===== src/rtl/ram_dma_pkg.sv =====
// ram_dma_pkg -- constants shared between the DMA engine, its interface and
// the parent that owns the RAM.
//   mode_e       : transfer mode encoding (copy = 0, fill = 1)
//   addr_width() : RAM address width for a RAM of the given size in KiB
package ram_dma_pkg;

    typedef enum logic {
        MODE_COPY = 1'b0,
        MODE_FILL = 1'b1
    } mode_e;

    function automatic int addr_width(input int kb);
        return $clog2(kb * 1024);
    endfunction

endpackage


===== src/rtl/ram_dma_if.sv =====
// ram_dma_if -- command, status and RAM-port bundle of the DMA engine.
//   start/mode/src/dst/len/fill : transfer request from the parent
//   busy/done                   : transfer status back to the parent
//   a/d/w                       : RAM address, write data, write enable
//   q                           : RAM read data (registered, one cycle after a)
// The slave modport is the DMA engine; the master modport is the parent that
// issues requests and owns the RAM.
interface ram_dma_if #(
    parameter int KB = 16
);
    import ram_dma_pkg::*;

    localparam int AW = addr_width(KB);

    logic          start;
    logic          mode;
    logic [AW-1:0] src;
    logic [AW-1:0] dst;
    logic [AW:0]   len;
    logic [7:0]    fill;
    logic          busy;
    logic          done;
    logic [AW-1:0] a;
    logic [7:0]    d;
    logic          w;
    logic [7:0]    q;

    modport slave (
        input  start, mode, src, dst, len, fill, q,
        output busy, done, a, d, w
    );

    modport master (
        output start, mode, src, dst, len, fill, q,
        input  busy, done, a, d, w
    );

endinterface


===== src/rtl/ram_dma.sv =====
// ram_dma -- single-channel byte DMA into an externally instantiated RAM.
// Copy moves len bytes from src to dst in ascending order (read cycle then
// write cycle per byte); fill writes the latched fill byte to len bytes at dst
// one byte per cycle. Pointers wrap modulo the RAM size.
//   clock : sole clock, rising edge
//   reset : asynchronous, active-low
//   bus   : ram_dma_if slave (request, status and RAM port)
module ram_dma
    import ram_dma_pkg::*;
#(
    parameter int KB = 16
) (
    input  logic     clock,
    input  logic     reset,
    ram_dma_if.slave bus
);

    localparam int AW = addr_width(KB);

    localparam logic [AW-1:0] PTR_ONE  = {{(AW-1){1'b0}}, 1'b1};
    localparam logic [AW:0]   CNT_ONE  = {{AW{1'b0}}, 1'b1};
    localparam logic [AW:0]   CNT_ZERO = {(AW+1){1'b0}};

    typedef enum logic [2:0] {
        ST_IDLE  = 3'd0,
        ST_READ  = 3'd1,
        ST_WRITE = 3'd2,
        ST_FILL  = 3'd3,
        ST_DONE  = 3'd4
    } state_e;

    state_e        state_r;
    state_e        state_s;
    logic [AW-1:0] src_ptr_r;
    logic [AW-1:0] dst_ptr_r;
    logic [AW:0]   count_r;
    logic [7:0]    fill_r;
    logic          last_s;

    // Last byte of the transfer is being handled this cycle.
    assign last_s = (count_r == CNT_ONE);

    // State register.
    always_ff @(posedge clock or negedge reset) begin
        if (!reset) begin
            state_r <= ST_IDLE;
        end else begin
            state_r <= state_s;
        end
    end

    // Next-state logic. The request mode is captured by the state entered
    // (READ for copy, FILL for fill), so no separate mode register is kept.
    always_comb begin
        state_s = state_r;
        case (state_r)
            ST_IDLE: begin
                if (bus.start) begin
                    if (bus.len == CNT_ZERO) begin
                        state_s = ST_DONE;
                    end else if (mode_e'(bus.mode) == MODE_FILL) begin
                        state_s = ST_FILL;
                    end else begin
                        state_s = ST_READ;
                    end
                end else begin
                    state_s = ST_IDLE;
                end
            end
            ST_READ: begin
                state_s = ST_WRITE;
            end
            ST_WRITE: begin
                if (last_s) begin
                    state_s = ST_DONE;
                end else begin
                    state_s = ST_READ;
                end
            end
            ST_FILL: begin
                if (last_s) begin
                    state_s = ST_DONE;
                end else begin
                    state_s = ST_FILL;
                end
            end
            ST_DONE: begin
                state_s = ST_IDLE;
            end
            default: begin
                state_s = ST_IDLE;
            end
        endcase
    end

    // Request capture, pointer advance and byte countdown.
    always_ff @(posedge clock or negedge reset) begin
        if (!reset) begin
            src_ptr_r <= {AW{1'b0}};
            dst_ptr_r <= {AW{1'b0}};
            count_r   <= CNT_ZERO;
            fill_r    <= 8'h00;
        end else begin
            case (state_r)
                ST_IDLE: begin
                    if (bus.start) begin
                        src_ptr_r <= bus.src;
                        dst_ptr_r <= bus.dst;
                        count_r   <= bus.len;
                        fill_r    <= bus.fill;
                    end
                end
                ST_WRITE: begin
                    src_ptr_r <= src_ptr_r + PTR_ONE;
                    dst_ptr_r <= dst_ptr_r + PTR_ONE;
                    count_r   <= count_r - CNT_ONE;
                end
                ST_FILL: begin
                    dst_ptr_r <= dst_ptr_r + PTR_ONE;
                    count_r   <= count_r - CNT_ONE;
                end
                default: begin
                    count_r <= count_r;
                end
            endcase
        end
    end

    // Moore output decode. In WRITE the RAM read data returned for the
    // address presented in READ is forwarded straight to the write port.
    always_comb begin
        bus.busy = 1'b0;
        bus.done = 1'b0;
        bus.a    = {AW{1'b0}};
        bus.d    = 8'h00;
        bus.w    = 1'b0;
        case (state_r)
            ST_READ: begin
                bus.busy = 1'b1;
                bus.a    = src_ptr_r;
            end
            ST_WRITE: begin
                bus.busy = 1'b1;
                bus.a    = dst_ptr_r;
                bus.d    = bus.q;
                bus.w    = 1'b1;
            end
            ST_FILL: begin
                bus.busy = 1'b1;
                bus.a    = dst_ptr_r;
                bus.d    = fill_r;
                bus.w    = 1'b1;
            end
            ST_DONE: begin
                bus.done = 1'b1;
            end
            default: begin
                bus.busy = 1'b0;
            end
        endcase
    end

endmodule


===== src/flat_wrapper.sv =====
// flat-port wrapper written by rule: the top's interface ports become plain ports
module ram_dma_flat import ram_dma_pkg::*;
#(
    parameter int KB = 16
)
  (clock, reset, bus_start, bus_mode, bus_src, bus_dst, bus_len, bus_fill, bus_q, bus_busy, bus_done, bus_a, bus_d, bus_w);
  ram_dma_if #(.KB(KB)) bus_i ();
  input  logic clock;
  input  logic reset;
  input wire logic [$bits(bus_i.start)-1:0] bus_start;
  input wire logic [$bits(bus_i.mode)-1:0] bus_mode;
  input wire logic [$bits(bus_i.src)-1:0] bus_src;
  input wire logic [$bits(bus_i.dst)-1:0] bus_dst;
  input wire logic [$bits(bus_i.len)-1:0] bus_len;
  input wire logic [$bits(bus_i.fill)-1:0] bus_fill;
  input wire logic [$bits(bus_i.q)-1:0] bus_q;
  output wire logic [$bits(bus_i.busy)-1:0] bus_busy;
  output wire logic [$bits(bus_i.done)-1:0] bus_done;
  output wire logic [$bits(bus_i.a)-1:0] bus_a;
  output wire logic [$bits(bus_i.d)-1:0] bus_d;
  output wire logic [$bits(bus_i.w)-1:0] bus_w;
  assign bus_i.start = bus_start;
  assign bus_i.mode = bus_mode;
  assign bus_i.src = bus_src;
  assign bus_i.dst = bus_dst;
  assign bus_i.len = bus_len;
  assign bus_i.fill = bus_fill;
  assign bus_i.q = bus_q;
  assign bus_busy = bus_i.busy;
  assign bus_done = bus_i.done;
  assign bus_a = bus_i.a;
  assign bus_d = bus_i.d;
  assign bus_w = bus_i.w;
  ram_dma #(.KB(KB)) u_core (.clock(clock), .reset(reset), .bus(bus_i));
endmodule

===== config.mk =====
export PLATFORM = sky130hd
export DESIGN_NAME = ram_dma_flat
export DESIGN_NICKNAME = d
export VERILOG_FILES = /design/src/rtl/ram_dma_pkg.sv /design/src/rtl/ram_dma_if.sv /design/src/rtl/ram_dma.sv /design/src/flat_wrapper.sv
export SDC_FILE = /design/constraint.sdc
export NUM_CORES = 1
export LEC_CHECK = 0
export BUFFER_PORTS_ARGS = -buffer_cell sky130_fd_sc_hd__buf_2
export CAP_MARGIN = 40
export CORE_MARGIN = 5
export CORE_UTILIZATION = 47
export DETAILED_ROUTE_END_ITERATION = 16
export GPL_ROUTABILITY_DRIVEN = 0
export GPL_TIMING_DRIVEN = 1
export HOLD_SLACK_MARGIN = 0.03
export PLACE_DENSITY = 0.76
export SYNTH_ARGS = -nofsm -noshare
export SYNTH_HDL_FRONTEND = slang
export SYNTH_SLANG_ARGS = --single-unit

===== constraint.sdc =====
create_clock -name clock -period 1.9 [get_ports clock]
set_clock_uncertainty 0.2 [all_clocks]
set_input_delay 0.38 -clock clock [delete_from_list [all_inputs] [get_ports clock]]
set_output_delay 0.38 -clock clock [all_outputs]
set_load 0.01 [all_outputs]

==> After elaboration in Yosys (flattened, before gate mapping) <==
Index checks and enable logic that the tools add are counted.
{ "totals": {"reg_bits": 54, "latch_bits": 0, "mem_bits_rw": 0, "romBits": 0, "inputBits": 63, "out_inout_bits": 25, "word_cells": 40, "n_memories": 0} }
{ "op_classes": {"addsub": 3, "n_mul": 0, "div": 0, "n_lt_le_gt_ge": 0, "eq_ne": 6, "shifts": 0, "mux": 17, "n_bitwise": 0, "reduce_logical": 9} }
{ "op_table": {"columns": ["cell", "count"], "rows": [
  ["one-hot mux 14 bit (2 select lines)", 3],
  ["one-hot mux 15 bit (2 select lines)", 1],
  ["adder 14 x 1 -> 14 bit (second input constant)", 2],
  ["two-way mux 14 bit", 2],
  ["one-hot mux 8 bit (2 select lines)", 1],
  ["== test 15 x 1 -> 1 bit (second input constant)", 1],
  ["logical NOT 15 bit", 1],
  ["two-way mux 15 bit", 1],
  ["subtractor 15 x 1 -> 15 bit (second input constant)", 1],
  ["two-way mux 3 bit", 4],
  ["one-hot mux 3 bit (4 select lines)", 1],
  ["== test 3 x 2 -> 1 bit (second input constant)", 2],
  ["AND reduction 2 bit", 3],
  ["nonzero test 2 bit", 2],
  ["== test 3 x 1 -> 1 bit (second input constant)", 1],
  ["== test 3 bit (second input constant)", 1],
  ["logical NOT 3 bit", 1],
  ["two-way mux 1 bit", 3],
  ["OR reduction 3 bit", 1],
  ["two-way mux 2 bit", 1],
  ["inequality test 2 bit (second input constant)", 1],
  ["OR reduction 2 bit", 1]
]} }

==> Longest topological paths before layout <==
{ "depth": {"depth_word": 4, "mapped_depth": 7, "mapped_depth_nobuf": 6} }

==> Worst setup path after synthesis <==
OpenSTA, ideal clock, no wires.
{ "synth_timing": {"path_kind": "register to output", "startpoint": "register u_core.state_r[2]", "endpoint": "output bus_a[10]", "t_arrival_ns": 1.621, "required_time_ns": 1.320, "path_slack_ns": -0.301, "path_stages_with_launch": 7, "n_path_buf": 3, "cell_sequence": "dfrtp_1 -> clkbuf_1 -> nand2b_1 -> buf_2 -> clkinv_1 -> clkbuf_1 -> a22o_1"} }
{ "synth_between": {"elab_chain_len": 3, "word_cells_on_any_way": 5, "classes_between": "eq/ne: 3; mux: 1; reduce/logical: 1"} }
{ "synth_rtl": {"columns": ["item", "line", "source"], "rows": [
  ["start, declared", "ram_dma.sv:32", "state_e state_r;"],
  ["start signal, assigned", "ram_dma.sv:48", "state_r <= state_s;"],
  ["== test 3 x 2 -> 1 bit", "ram_dma.sv:137", "case (state_r)"],
  ["OR reduction 2 bit (no line)", null, null],
  ["one-hot mux 14 bit (2 select lines) (*)", "ram_dma.sv:137", null],
  ["end, declared", "flat_wrapper.sv:19", "output wire logic [$bits(bus_i.a)-1:0] bus_a;"]
]} }
Mark *: on every way between the ends. The rest lies on a longest branch, timed or not.

==> Final worst setup path <==
{ "layout_timing": {"startpoint": "register u_core.state_r[0]", "endpoint": "register u_core.src_ptr_r[3]"} }
{ "layout_between": {"elab_chain_len": 3, "word_cells_on_any_way": 6, "classes_between": "eq/ne: 2; mux: 1; reduce/logical: 3"} }
{ "layout_rtl": {"columns": ["item", "line", "source"], "rows": [
  ["== test 3 x 2 -> 1 bit or logical NOT 3 bit (tied branches)", "ram_dma.sv:104", "case (state_r)"],
  ["nonzero test 2 bit (no line) or inequality test 2 bit (tied branches)", null, null],
  ["AND reduction 2 bit (no line)", null, null],
  ["end signal, assigned", "ram_dma.sv:99", "src_ptr_r <= {AW{1'b0}};"],
  ["end signal, assigned", "ram_dma.sv:107", "src_ptr_r <= bus.src;"],
  ["end signal, assigned", "ram_dma.sv:114", "src_ptr_r <= src_ptr_r + PTR_ONE;"],
  ["end, declared", "ram_dma.sv:34", "logic [AW-1:0] src_ptr_r;"]
]} }
Several ways; a longest one is shown, not always the timed one.
A chain may end at the register's enable or synchronous reset.

==> flow_summary.json <==
{
  "status": "finished, violations left",
  "violations": "negative setup slack",
  "met2_length_mm": 6.13,
  "tightest_slew_ps": 397,
  "dieArea_mm2": 0.00847,
  "netlist.top_cell.by_area": "dfrtp_1",
  "overflow": 0,
  "cts_buffer_depth": 2,
  "clk_latency_ps": 320,
  "portBuffers": 87,
  "setup_viol": 68,
  "hpwl_mm": 7.48,
  "synth_edf_count": 0,
  "die_y_um": 92.0,
  "p_total_mw": 7.29,
  "synth-seq-cells": 54,
  "num_antenna_cells": 0,
  "rsz0062_at_grt": "yes",
  "clk_pin_slew_ps": 90,
  "die_w_um": 92.0,
  "setup_slack_ps": -231,
  "drive_above_1_share_pct": 46.5,
  "place_ws_ps": -126,
  "drc": 0,
  "max_freq_ghz": 0.469,
  "slew_viol_final": 0,
  "wl_met1_mm": 4.65,
  "root_buffer": "clkbuf_8",
  "core_area_mm2": 0.00646,
  "num_vias": 3852,
  "dr_wl_met3_mm": 1.04,
  "drv_cap": 0,
  "yosysSeqAreaShare_pct": 42.7,
  "whs_ps": 52.8,
  "hp-class": "in2reg",
  "required_ps": 1900,
  "cts.htree.levels": 2,
  "synth-main-ff-cell": "dfrtp_1",
  "synthTopCellsByArea": "dfrtp_1 (43%), nand2_1 (7.8%), nor2_1 (5.0%)",
  "leakage_nw": 2.27,
  "powerDensity_mw_per_mm2": 1460,
  "synth_top_area_share_pct": 42.7,
  "antenna_left": 0,
  "yosysWarnings": 0,
  "drtIter0Drc": 463,
  "critical_path_class": "reg2reg",
  "grt_pass1_wl_mm": 17.1,
  "syn_avg_cell_area_um2": 8.64,
  "syn_area_mm2": 0.00316,
  "synth.distinct_cells": 55,
  "finalCriticalPeriod_ps": 2130,
  "endpoint_kind": "flop",
  "synthArstFlopShare_pct": 100,
  "placed_cell_area_mm2": 0.00421,
  "grt_start_max_net_pins": 55,
  "synthCells": 366,
  "grt_pass1_vias": 3558,
  "nNetsFinal": 604,
  "arrival_ps": 2130,
  "period_share_pct": 112,
  "cts_tree": "done",
  "startpoint_type": "flop",
  "peakVddDrop_mv": 0.895,
  "syn_nets": 433,
  "start_util_pct": 49.0,
  "critPathMaxFanout": 14,
  "antenna_found_initial": 0,
  "highest_layer": "met4",
  "max_slew_margin_pct": 73.3,
  "areaGrowthSynthToFinish_pct": 57.7,
  "final_area_mm2": 0.00499,
  "cts_inserted_buffers": 5,
  "drt-pass1-iter-count": 5,
  "cts_sinks": 54,
  "ios": 88,
  "wl_per_cell_um": 20.0,
  "rows": 29,
  "final-hold-violation-count": 0,
  "wirelength_mm": 12.3,
  "grt_usage_pct": 24.9,
  "routed_via_density": 6.26
}
[critical path, stage by stage, from the launching register on]
cell and delay [ps]:
dfrtp_1 400, buf_4 160, or4b_1 590, buf_6 200, nand2_1 90, nand2_1 70
a221o_1 300
[metal layers]
layer | track usage (%) | vias to the layer above
met5 | 0 | -
met4 | 9.03 | 0
met3 | 3.76 | 55
met2 | 41.7 | 258
met1 | 32.8 | 1841
li1 | - | 1698
[timing repair]
item / CTS / global route
gates cloned: 3 / 1
endpoints found under the setup margin: 56 / 70
resized for setup: 43 / 68
pin swaps: 8 / 14
buffers inserted: 11 / 11
hold buffers: 1 / 0
hold endpoints to repair: 54 / 0
[cells in the final DEF, fill, tap and decap left out, types with 7 or more instances in the layout]
| master | instances |
|---|---|
| buf_2 | 79 |
| buf_4 | 74 |
| nand2_1 | 60 |
| dfrtp_1 | 52 |
| nor2_1 | 31 |
| buf_6 | 20 |
| o211ai_1 | 13 |
| nor3_1 | 12 |
| a21oi_1 | 12 |
| a22o_1 | 9 |
| nand3_1 | 9 |
| nor2_4 | 8 |
| inv_1 | 8 |
| mux2i_4 | 7 |
| o21ai_0 | 7 |
[synth_stat cells, drive strengths merged, types with 5 or more instances]
| cell type | count |
|---|---|
| a211oi | 6 |
| a21oi | 12 |
| a221o | 5 |
| a22o | 9 |
| a311oi | 6 |
| buf | 6 |
| clkbuf | 13 |
| dfrtp | 54 |
| inv | 9 |
| mux2i | 9 |
| nand2 | 66 |
| nand3 | 10 |
| nor2 | 42 |
| nor3 | 12 |
| nor4 | 13 |
| o211ai | 13 |
| o21ai | 17 |
| o22ai | 5 |
| o311ai | 6 |
| or3 | 5 |
[power by group]
group / leakage [nW] / internal [mW] / total [mW] / switching (mW)
registers: 0.632 / 1.68 / 2.24 / 0.560
logic: 1.59 / 2.20 / 4.36 / 2.16
clock network: 0.0472 / 0.294 / 0.690 / 0.396
total: 2.27 / 4.18 / 7.29 / 3.11
[final cells by class]
cell class	count	area, um2
multi-input cells	283	2020
clock buffers	6	82.6
well taps	77	96.3
clock inverters	2	12.5
flip-flops and latches	54	1350
fillers	422	1470
repair buffers	183	1370
inverters	10	45.0
[sequential cells by signal, summed over array words and instances (netlist names)]
| signal | count |
|---|---|
| u_core.fill_r | 8 |
| u_core.state_r | 3 |
| u_core.dst_ptr_r | 14 |
| u_core.src_ptr_r | 14 |
| u_core.count_r | 15 |
[final timing paths]
check	start	to	slack, ps	cells after the start
worst max-delay path	u_core.state_r[0]	u_core.src_ptr_r[3]	-230	6
worst min-delay path	bus_fill[1]	u_core.fill_r[1]	50	3
worst max register to register	u_core.state_r[0]	u_core.src_ptr_r[3]	-230	6
worst min register to register	u_core.fill_r[4]	u_core.fill_r[4]	280	2
max in group asynchronous	reset	u_core.dst_ptr_r[0]	860	3
min in group asynchronous	reset	u_core.fill_r[3]	370	3
[logic make-up after synthesis]
logic type	count (synthesis)	share of synthesized area, %
AO/OA/AOI/OAI	92	20.8
multiplexers	9	2.85
AND/OR/NAND/NOR	177	27.9
buffers and inverters	29	3.80
XOR/XNOR	1	0.277
adder cells (fa/ha/maj)	4	1.58
flip-flops	54	42.7
[stage by stage]
step           util [%]  TNS (ps)  instances
6_report           77.2     -8800        615
5_1_grt            77.2    -12930        615
3_3_place_gp       65.1      -564        580
3_5_place_dp       65.1     -1920        580
2_1_floorplan         -      -112        366
4_1_cts            70.7     -5970        603
Power figures use the tool's default switching activity.
